==> src/rtl/mem_arb_pkg.sv <==
// Shared definitions for the two-port block-memory arbiter: sequencer states,
// requester port ids and the round-robin winner rule.
package mem_arb_pkg;

    typedef enum logic [1:0] {
        IDLE    = 2'd0,
        RELEASE = 2'd1,
        ISSUE   = 2'd2,
        DONE    = 2'd3
    } arb_state_t;

    localparam logic PORT_IC = 1'b0;
    localparam logic PORT_DC = 1'b1;

    // With both ports requesting, the one not served last wins.
    function automatic logic rr_winner(input logic [1:0] req, input logic last);
        if (req == 2'b11) begin
            return ~last;
        end
        return req[1] ? PORT_DC : PORT_IC;
    endfunction

endpackage

==> src/rtl/rr_pick2.sv <==
// Combinational two-request round-robin picker.
module rr_pick2
    import mem_arb_pkg::*;
(
    input  logic [1:0] req,
    input  logic       last,
    output logic       gnt_valid,
    output logic       gnt_id
);

    always_comb begin
        gnt_valid = |req;
        gnt_id    = rr_winner(req, last);
    end

endmodule

==> src/rtl/mem_block_arbiter.sv <==
// Two-port round-robin arbiter and sequencer for the address-change-triggered
// delayed_memory block store; one latched whole-block access per grant.
module mem_block_arbiter
    import mem_arb_pkg::*;
#(
    parameter int DATA_WIDTH         = 32,
    parameter int ADDR_WIDTH         = 10,
    parameter int BLOCK_OFFSET_WIDTH = 3
) (
    input  logic                                             clk,
    input  logic                                             rstn,
    input  logic                                             p0_req,
    input  logic                                             p0_we,
    input  logic [ADDR_WIDTH-1:0]                            p0_addr,
    input  logic [(DATA_WIDTH << BLOCK_OFFSET_WIDTH)-1:0]    p0_wdata,
    output logic                                             p0_done,
    output logic [(DATA_WIDTH << BLOCK_OFFSET_WIDTH)-1:0]    p0_rdata,
    input  logic                                             p1_req,
    input  logic                                             p1_we,
    input  logic [ADDR_WIDTH-1:0]                            p1_addr,
    input  logic [(DATA_WIDTH << BLOCK_OFFSET_WIDTH)-1:0]    p1_wdata,
    output logic                                             p1_done,
    output logic [(DATA_WIDTH << BLOCK_OFFSET_WIDTH)-1:0]    p1_rdata,
    output logic [ADDR_WIDTH-1:0]                            mem_addr,
    output logic                                             mem_we,
    output logic [(DATA_WIDTH << BLOCK_OFFSET_WIDTH)-1:0]    mem_block_din,
    input  logic                                             mem_valid,
    input  logic [(DATA_WIDTH << BLOCK_OFFSET_WIDTH)-1:0]    mem_block_dout,
    output logic                                             busy,
    output logic                                             grant_id
);

    localparam int BLOCK_SIZE  = 1 << BLOCK_OFFSET_WIDTH;
    localparam int BLOCK_WIDTH = BLOCK_SIZE * DATA_WIDTH;

    arb_state_t              state;
    arb_state_t              state_nxt;
    logic                    armed;
    logic                    last_grant;
    logic                    gnt_valid;
    logic                    gnt_id;
    logic                    grant;
    logic                    capture;
    logic [ADDR_WIDTH-1:0]   win_addr;
    logic                    win_we;
    logic [BLOCK_WIDTH-1:0]  win_wdata;
    logic [ADDR_WIDTH-1:0]   lat_addr;
    logic                    lat_we;
    logic [BLOCK_WIDTH-1:0]  lat_wdata;

    rr_pick2 u_pick (
        .req       ({p1_req, p0_req}),
        .last      (last_grant),
        .gnt_valid (gnt_valid),
        .gnt_id    (gnt_id)
    );

    always_comb begin
        if (gnt_id == PORT_DC) begin
            win_addr  = p1_addr;
            win_we    = p1_we;
            win_wdata = p1_wdata;
        end else begin
            win_addr  = p0_addr;
            win_we    = p0_we;
            win_wdata = p0_wdata;
        end
    end

    // NOTE: sequential state uses non-blocking assignments so every register
    // samples pre-edge values regardless of process evaluation order.
    always_ff @(posedge clk or negedge rstn) begin
        if (!rstn) begin
            state <= IDLE;
        end else begin
            state <= state_nxt;
        end
    end

    // NOTE: every output of this block gets a default first, so no path
    // through the case statement can leave a latch behind.
    always_comb begin
        state_nxt = state;
        grant     = 1'b0;
        capture   = 1'b0;
        busy      = (state != IDLE);
        p0_done   = 1'b0;
        p1_done   = 1'b0;
        unique case (state)
            IDLE: begin
                // Only grant while memory sits in VALID, i.e. is quiescent.
                if (gnt_valid && mem_valid) begin
                    grant     = 1'b1;
                    state_nxt = RELEASE;
                end
            end
            RELEASE: begin
                state_nxt = ISSUE;
            end
            ISSUE: begin
                // A valid seen before the memory dropped it belongs to the previous access.
                if (armed && mem_valid) begin
                    capture   = 1'b1;
                    state_nxt = DONE;
                end
            end
            DONE: begin
                p0_done   = (grant_id == PORT_IC);
                p1_done   = (grant_id == PORT_DC);
                state_nxt = IDLE;
            end
            default: begin
                state_nxt = IDLE;
            end
        endcase
    end

    always_ff @(posedge clk or negedge rstn) begin
        if (!rstn) begin
            armed         <= 1'b0;
            last_grant    <= PORT_DC;
            grant_id      <= PORT_IC;
            lat_addr      <= '0;
            lat_we        <= 1'b0;
            lat_wdata     <= '0;
            mem_addr      <= '0;
            mem_we        <= 1'b0;
            mem_block_din <= '0;
        end else begin
            if (grant) begin
                lat_addr   <= win_addr;
                lat_we     <= win_we;
                lat_wdata  <= win_wdata;
                last_grant <= gnt_id;
                grant_id   <= gnt_id;
                // Complemented address forces an address change even for a repeat block.
                mem_addr   <= ~win_addr;
                mem_we     <= 1'b0;
            end
            case (state)
                RELEASE: begin
                    mem_addr      <= lat_addr;
                    mem_we        <= lat_we;
                    mem_block_din <= lat_wdata;
                    armed         <= 1'b0;
                end
                ISSUE: begin
                    if (!mem_valid) begin
                        armed <= 1'b1;
                    end
                end
                DONE: begin
                    mem_we <= 1'b0;
                end
                default: begin
                end
            endcase
        end
    end

    // NOTE: the returned-block registers are ordinary flops, not a RAM, so they
    // take the asynchronous reset like every other register here.
    always_ff @(posedge clk or negedge rstn) begin
        if (!rstn) begin
            p0_rdata <= '0;
            p1_rdata <= '0;
        end else if (capture) begin
            if (grant_id == PORT_DC) begin
                p1_rdata <= mem_block_dout;
            end else begin
                p0_rdata <= mem_block_dout;
            end
        end
    end

endmodule

==> config.mk <==
export PLATFORM = sky130hd
export DESIGN_NAME = mem_block_arbiter
export DESIGN_NICKNAME = d
export VERILOG_FILES = /design/src/rtl/mem_arb_pkg.sv /design/src/rtl/rr_pick2.sv /design/src/rtl/mem_block_arbiter.sv
export SDC_FILE = /design/constraint.sdc
export NUM_CORES = 2
export LEC_CHECK = 0
export BUFFER_PORTS_ARGS = -buffer_cell sky130_fd_sc_hd__buf_4
export CORE_AREA = 8 8 601 603
export CTS_CLUSTER_DIAMETER = 50
export CTS_CLUSTER_SIZE = 8
export DETAILED_ROUTE_END_ITERATION = 16
export DIE_AREA = 0 0 609 611
export PLACE_DENSITY_LB_ADDON = 0.08
export SYNTH_ARGS = -nofsm -noshare
export SYNTH_HDL_FRONTEND = slang
export SYNTH_SLANG_ARGS = --single-unit
export TNS_END_PERCENT = 10
==> constraint.sdc <==
create_clock -name clk -period 2.15 [get_ports clk]
set_input_delay 0.1075 -clock clk [delete_from_list [all_inputs] [get_ports clk]]
set_output_delay 0.1075 -clock clk [all_outputs]
set_load 0.02 [all_outputs]
# Word-level counts from Yosys, hierarchy flattened

Index checks and enable logic that the tools add are counted.

Reduce and logical (&&, ||, !) cells: 12
Bitwise logic cells: 3
Multiplexer cells: 22
Equal/unequal tests: 7

Operator list:

| operator                                                        | number |
|---|---|
| 256-bit two-way mux                                             | 1 |
| 10-bit two-way mux                                              | 3 |
| 1-bit two-way mux                                               | 13 |
| 10-bit inverter                                                 | 1 |
| 2-bit one-hot mux with 4 select lines                           | 1 |
| 2-bit AND reduction                                             | 4 |
| 2-bit == test, second input constant                            | 3 |
| 2-bit inequality test, second input constant                    | 3 |
| 2-bit nonzero test                                              | 3 |
| 2-bit two-way mux                                               | 2 |
| 1-bit one-hot mux with 2 select lines                           | 2 |
| 3-bit nonzero test                                              | 1 |
| 2-bit by 1-bit == test with 1-bit output, second input constant | 1 |
| 1-bit logical AND                                               | 2 |
| 2-bit zero test                                                 | 1 |
| 1-bit inverter                                                  | 2 |
| 2-bit OR reduction                                              | 1 |

Input port bits: 795
Word-level logic and storage cells: 56
Register bits after elaboration: 1051
Output and inout bits: 783

# Longest topological paths before layout

Depth in word-level cells: 7
Mapped depth: 8
Depth with buffers taken out: 5

# Modules after synthesis

A second synthesis with hierarchy kept.

Cells, all modules: 2860
Area, all modules: 41193.3 sq um

By module, submodules not included:

| module            | cells an instance | instances | area each (sq um) | seq. area each (sq um) |
|---|---|---|---|---|
| mem_block_arbiter | 2858              | 1         | 41179.5           | 26301.5 |
| rr_pick2          | 2                 | 1         | 13.8              | 0.0 |

# Least setup slack after synthesis

Ideal clock, no wire load.

Kind: register -> register
Start point: register state[0]
End point: register p0_rdata[100]
Arrival: 1.854 ns
Stages on the path, launching flop included: 9
Setup slack: 0.171 ns
Clock period less this slack: 1.979 ns
Buffers on the path: 3
Setup time: 0.125 ns
Required time: 2.025 ns
Cell sequence: dfrtp_1 > inv_1 > ha_1 > inv_2 > or3_1 > buf_6 > buf_12 > buf_12 > mux2_4

Word-level cells in the longest chain between the ends: 3

RTL lines:

| element                       | line                     | RTL |
|---|---|---|
| start: declaration            | mem_block_arbiter.sv:36  | `arb_state_t state;` |
| start signal: assignment      | mem_block_arbiter.sv:76  | `state <= state_nxt;` |
| 2-bit == test                 | mem_block_arbiter.sv:89  | `unique case (state)` |
| 1-bit two-way mux             | mem_block_arbiter.sv:89  |  |
| 2-bit AND reduction (no line) | --                       |  |
| end signal: assignment        | mem_block_arbiter.sv:171 | `p0_rdata <= mem_block_dout;` |
| end: declaration              | mem_block_arbiter.sv:17  | `output logic [(DATA_WIDTH << BLOCK_OFFSET_WIDTH)-1:0] p0_rdata,` |

Every way passes these cells.
A chain may end at the register's enable or synchronous reset.

# Worst setup path after layout

Start point: register state[0]
End point: register p0_rdata[170]

The elaborated chain is that of the path after synthesis.

==> results by group <==
Layout
  • Fraction of layout cells with a size suffix above 1: 45.5%
  • Final Cell Area: ~82000 um^2
  • Final core utilization: 23.3%
  • Area grow syn2layout: 93.3%
  • Non-Filler Instances: 11036
  • Fin nets: 6987

Synth
  • Synth cell types: 30
  • Post-synth EDFFs: 0
  • Post-synthesis sequential area ratio: 62.2%
  • Avg Cell Area, Syn: approximately 13 um^2
  • Area leader, netlist: dfrtp_1
  • Syn Inst Count: ~3200
  • Mapped Area: 42300 um^2
  • Post-synth top flop: dfrtp_1
  • Top post-synthesis cells by area: dfrtp_1 62%, mux2_2 14%, mux2_4 8.5%
  • Top-count cell post-synth: dfrtp_1
  • Top cells by count, synth: 1050 x dfrtp_1, 529 x mux2_2, 527 x nand2_1
  • Flop and latch count out of synthesis: 1051
  • Post-synth top area share: 62.2%
  • Fraction of registers with async set/reset: 100%
  • Yosys warns: 0
  • Post-Syn Nets: approximately 4000

Place
  • I/O Buffers: between 1500 and 2000
  • Worst slack, placed: -50.5 ps
  • GPL Wtd Cong: between 0.7 and 0.8
  • Post-DP HPWL: 217 mm
  • Placed Instances: 9307
  • Area of placed instances: a little over 60000 um^2

Clock tree
  • Clock buffer depth: 4
  • Reg clk slew, reported paths: roughly 50 ps
  • CTS tree: built
  • Total CTS buffers: 223
  • CTS H-tree lvls: 4
  • Clock sinks: about 1100
  • CTS root buffer: clkbuf_16
  • Clock latency on the worst-skew pair: a little under 900 ps

Run
  • Max-Cap Viols: 0

Power and ir drop
  • Overall power: between 100 and 150 mW
  • Logic pwr share: 41.0%
  • Pwr dens: 1510 nW/um^2
  • Sw Share: 37.0%
  • Leakage: about 37 nW
  • Worst IR Drop VDD: 0.761 mV
  • NetSw: ~46 mW
  • Sequential Power Share: 29.2%
  • Clk pwr share: 29.8%
  • Internal power: 77.7 mW

Global route
  • Total GRT Usage: 14.0%
  • Initial antenna violation count: 108
  • First-pass GRT wire length: between 300 and 400 mm
  • Vias in the first global route: ~42000
  • Congestion Overflow GR: 0
  • Largest net degree at the start of global routing: 68

Die
  • Die H: 611 um
  • Num rows: 218
  • Io pins: ~1600
  • Starting Density: 12.0%
  • Die W: between 600 and 700 um
  • Core area: between 300000 and 400000 um^2
  • Total die area: 372000 um^2

Min path
  • Worst Min Path Start: mem_block_dout[88]
  • Worst hold path type: primary input to flip-flop
  • Worst Hold End: p0_rdata[88]
  • Hold Path Depth: 3

STA
  • Final hold vios: 0
  • Slew @ Worst Pin: 815 ps
  • Worst setup margin: 44.7 ps
  • Tcrit/Tclk final: 97.9%
  • F_max: ~470 MHz
  • Unrepaired setup endpoints after global routing: yes
  • Min Hold Slack: 106 ps
  • Max Slew Vio Count: 0
  • Setup skew after layout: 63.7 ps
  • Post-route setup TNS: 0 ps
  • Period minus WS final: 2110 ps
  • Final setup fails: 0
  • Slew HR: a little under half

Drt
  • DRC: 0
  • DR vias: 37631
  • Router iterations before antenna repair: 5
  • Routed len/inst: about 25 um
  • Routed WL: between 200 and 300 mm
  • Via-per-instance ratio: 3.41
  • Drt initial violations: 1329
  • ANT nets after route: 0

Status
  • Status: completed

Setup path
  • Critical Path Source Type: flip-flop
  • Internal reg-to-reg setup slack: 40 ps
  • WS Path Type: flip-flop to flip-flop
  • RR Endpoint: p0_rdata[170]
  • Reg2Reg Depth: 7
  • CP Max Fanout: 47
  • CP Data Required Time: about 2900 ps
  • Source of the worst register-to-register timing path: state[0]
  • Arrival @ worst endpoint: 2830 ps
  • Setup crit end kind: flip-flop
-- state kept, by name, indices dropped and copies added, names as in the netlist --
signal / flops
mem_we: 1
state: 2
mem_block_din: 256
lat_we: 1
p1_rdata: 256
last_grant: 1
armed: 1
p0_rdata: 256
lat_wdata: 256
grant_id: 1
lat_addr: 10
mem_addr: 10
-- power groups by stage --
stage / clock, mW / sequential, mW / combinational [mW]
5_1_grt: 39.0 / 37.3 / 53.8
6_report: 36.8 / 36.0 / 50.6
3_5_place_dp: 0 / 36.4 / 49.9
2_1_floorplan: 0 / 43.5 / 15.7
3_3_place_gp: 0 / 36.4 / 49.8
4_1_cts: 38.3 / 36.2 / 52.4
-- critical path, stage by stage (launching register included) --
cell,delay [ps]
dfrtp_1,380
inv_1,90
ha_1,190
inv_2,40
or3_4,390
buf_12,170
buf_12,260
mux2_4,350
-- placed cells by master (no fill, tap or decap), types with 2 or more instances in the layout --
| cell | instances |
|---|---|
| clkinv_8 | 2 |
| buf_4 | 1659 |
| dfrtp_1 | 1050 |
| bufinv_16 | 32 |
| clkinv_16 | 4 |
| and2_1 | 2 |
| ha_1 | 2 |
| clkbuf_1 | 33 |
| o21a_1 | 10 |
| clkinv_4 | 8 |
| mux2_4 | 240 |
| inv_16 | 2 |
| mux2_2 | 529 |
| inv_1 | 13 |
| ha_4 | 3 |
| diode_2 | 48 |
| o221ai_1 | 10 |
| dlygate4sd3_1 | 1268 |
| clkinv_2 | 32 |
| clkinvlp_4 | 22 |
| buf_6 | 3 |
| o21ai_0 | 3 |
| a31oi_1 | 257 |
| a21oi_1 | 23 |
| inv_6 | 3 |
| nand2_1 | 527 |
| clkbuf_8 | 44 |
| nor2_1 | 258 |
| buf_12 | 76 |
| nor2b_1 | 11 |
| clkbuf_16 | 227 |
-- worst max-delay path by stage --
stage              from       endpoint  slack (ps)  cells after the start
2_1_floorplan  state[0]  p0_rdata[100]         170                      8
3_3_place_gp   state[0]   p1_rdata[75]         -50                      7
3_5_place_dp   state[0]   p1_rdata[79]         -50                      7
4_1_cts        state[0]  p0_rdata[108]          10                      7
5_1_grt        state[0]  p0_rdata[170]         -20                      7
6_report       state[0]  p0_rdata[170]          40                      7
-- final cells by class --
class / instances / area (um^2)
Fill cell: 37868 / 270000
Antenna cell: 48 / 120
Timing Repair Buffer: 3012 / 26800
Inverter: 15 / 58.8
Clock inverter: 105 / 1580
Clock buffer: 301 / 6330
Tap cell: 4620 / 5780
Sequential cell: 1051 / 26300
Multi-Input combinational cell: 1884 / 14700
-- logic make-up (layout without fill, tap and decap cells) --
family / after synthesis / count (layout) / share of synthesized area, %
flip-flops: 1051 / 1051 / 62.2
AND/OR/NAND/NOR: 800 / 800 / 7.19
multiplexers: 769 / 769 / 22.6
AO/OA/AOI/OAI: 310 / 310 / 4.64
buffers and inverters: 223 / 3433 / 3.18
adder cells (fa/ha/maj): 5 / 5 / 0.148
other: 0 / 48 / 0
-- layer usage --
| metal | global-route usage (%) | part of all wire [%] | vias up |
|---|---|---|---|
| li1 | - | - | 17157 |
| met3 | 3.75 | 5.8 | 391 |
| met4 | 3.29 | 2.6 | 34 |
| met2 | 26.1 | 53 | 1122 |
| met1 | 15.7 | 39 | 18927 |
| met5 | 0 | 0.079 | - |
-- timing repair --
item,CTS,global route
resized for setup,6,5
cloned,0,3
hold buffers,1270,1
endpoints found under the hold margin,1846,1
setup endpoints to repair,15,62
buffers inserted,0,4
Power figures use the tool's default switching activity.
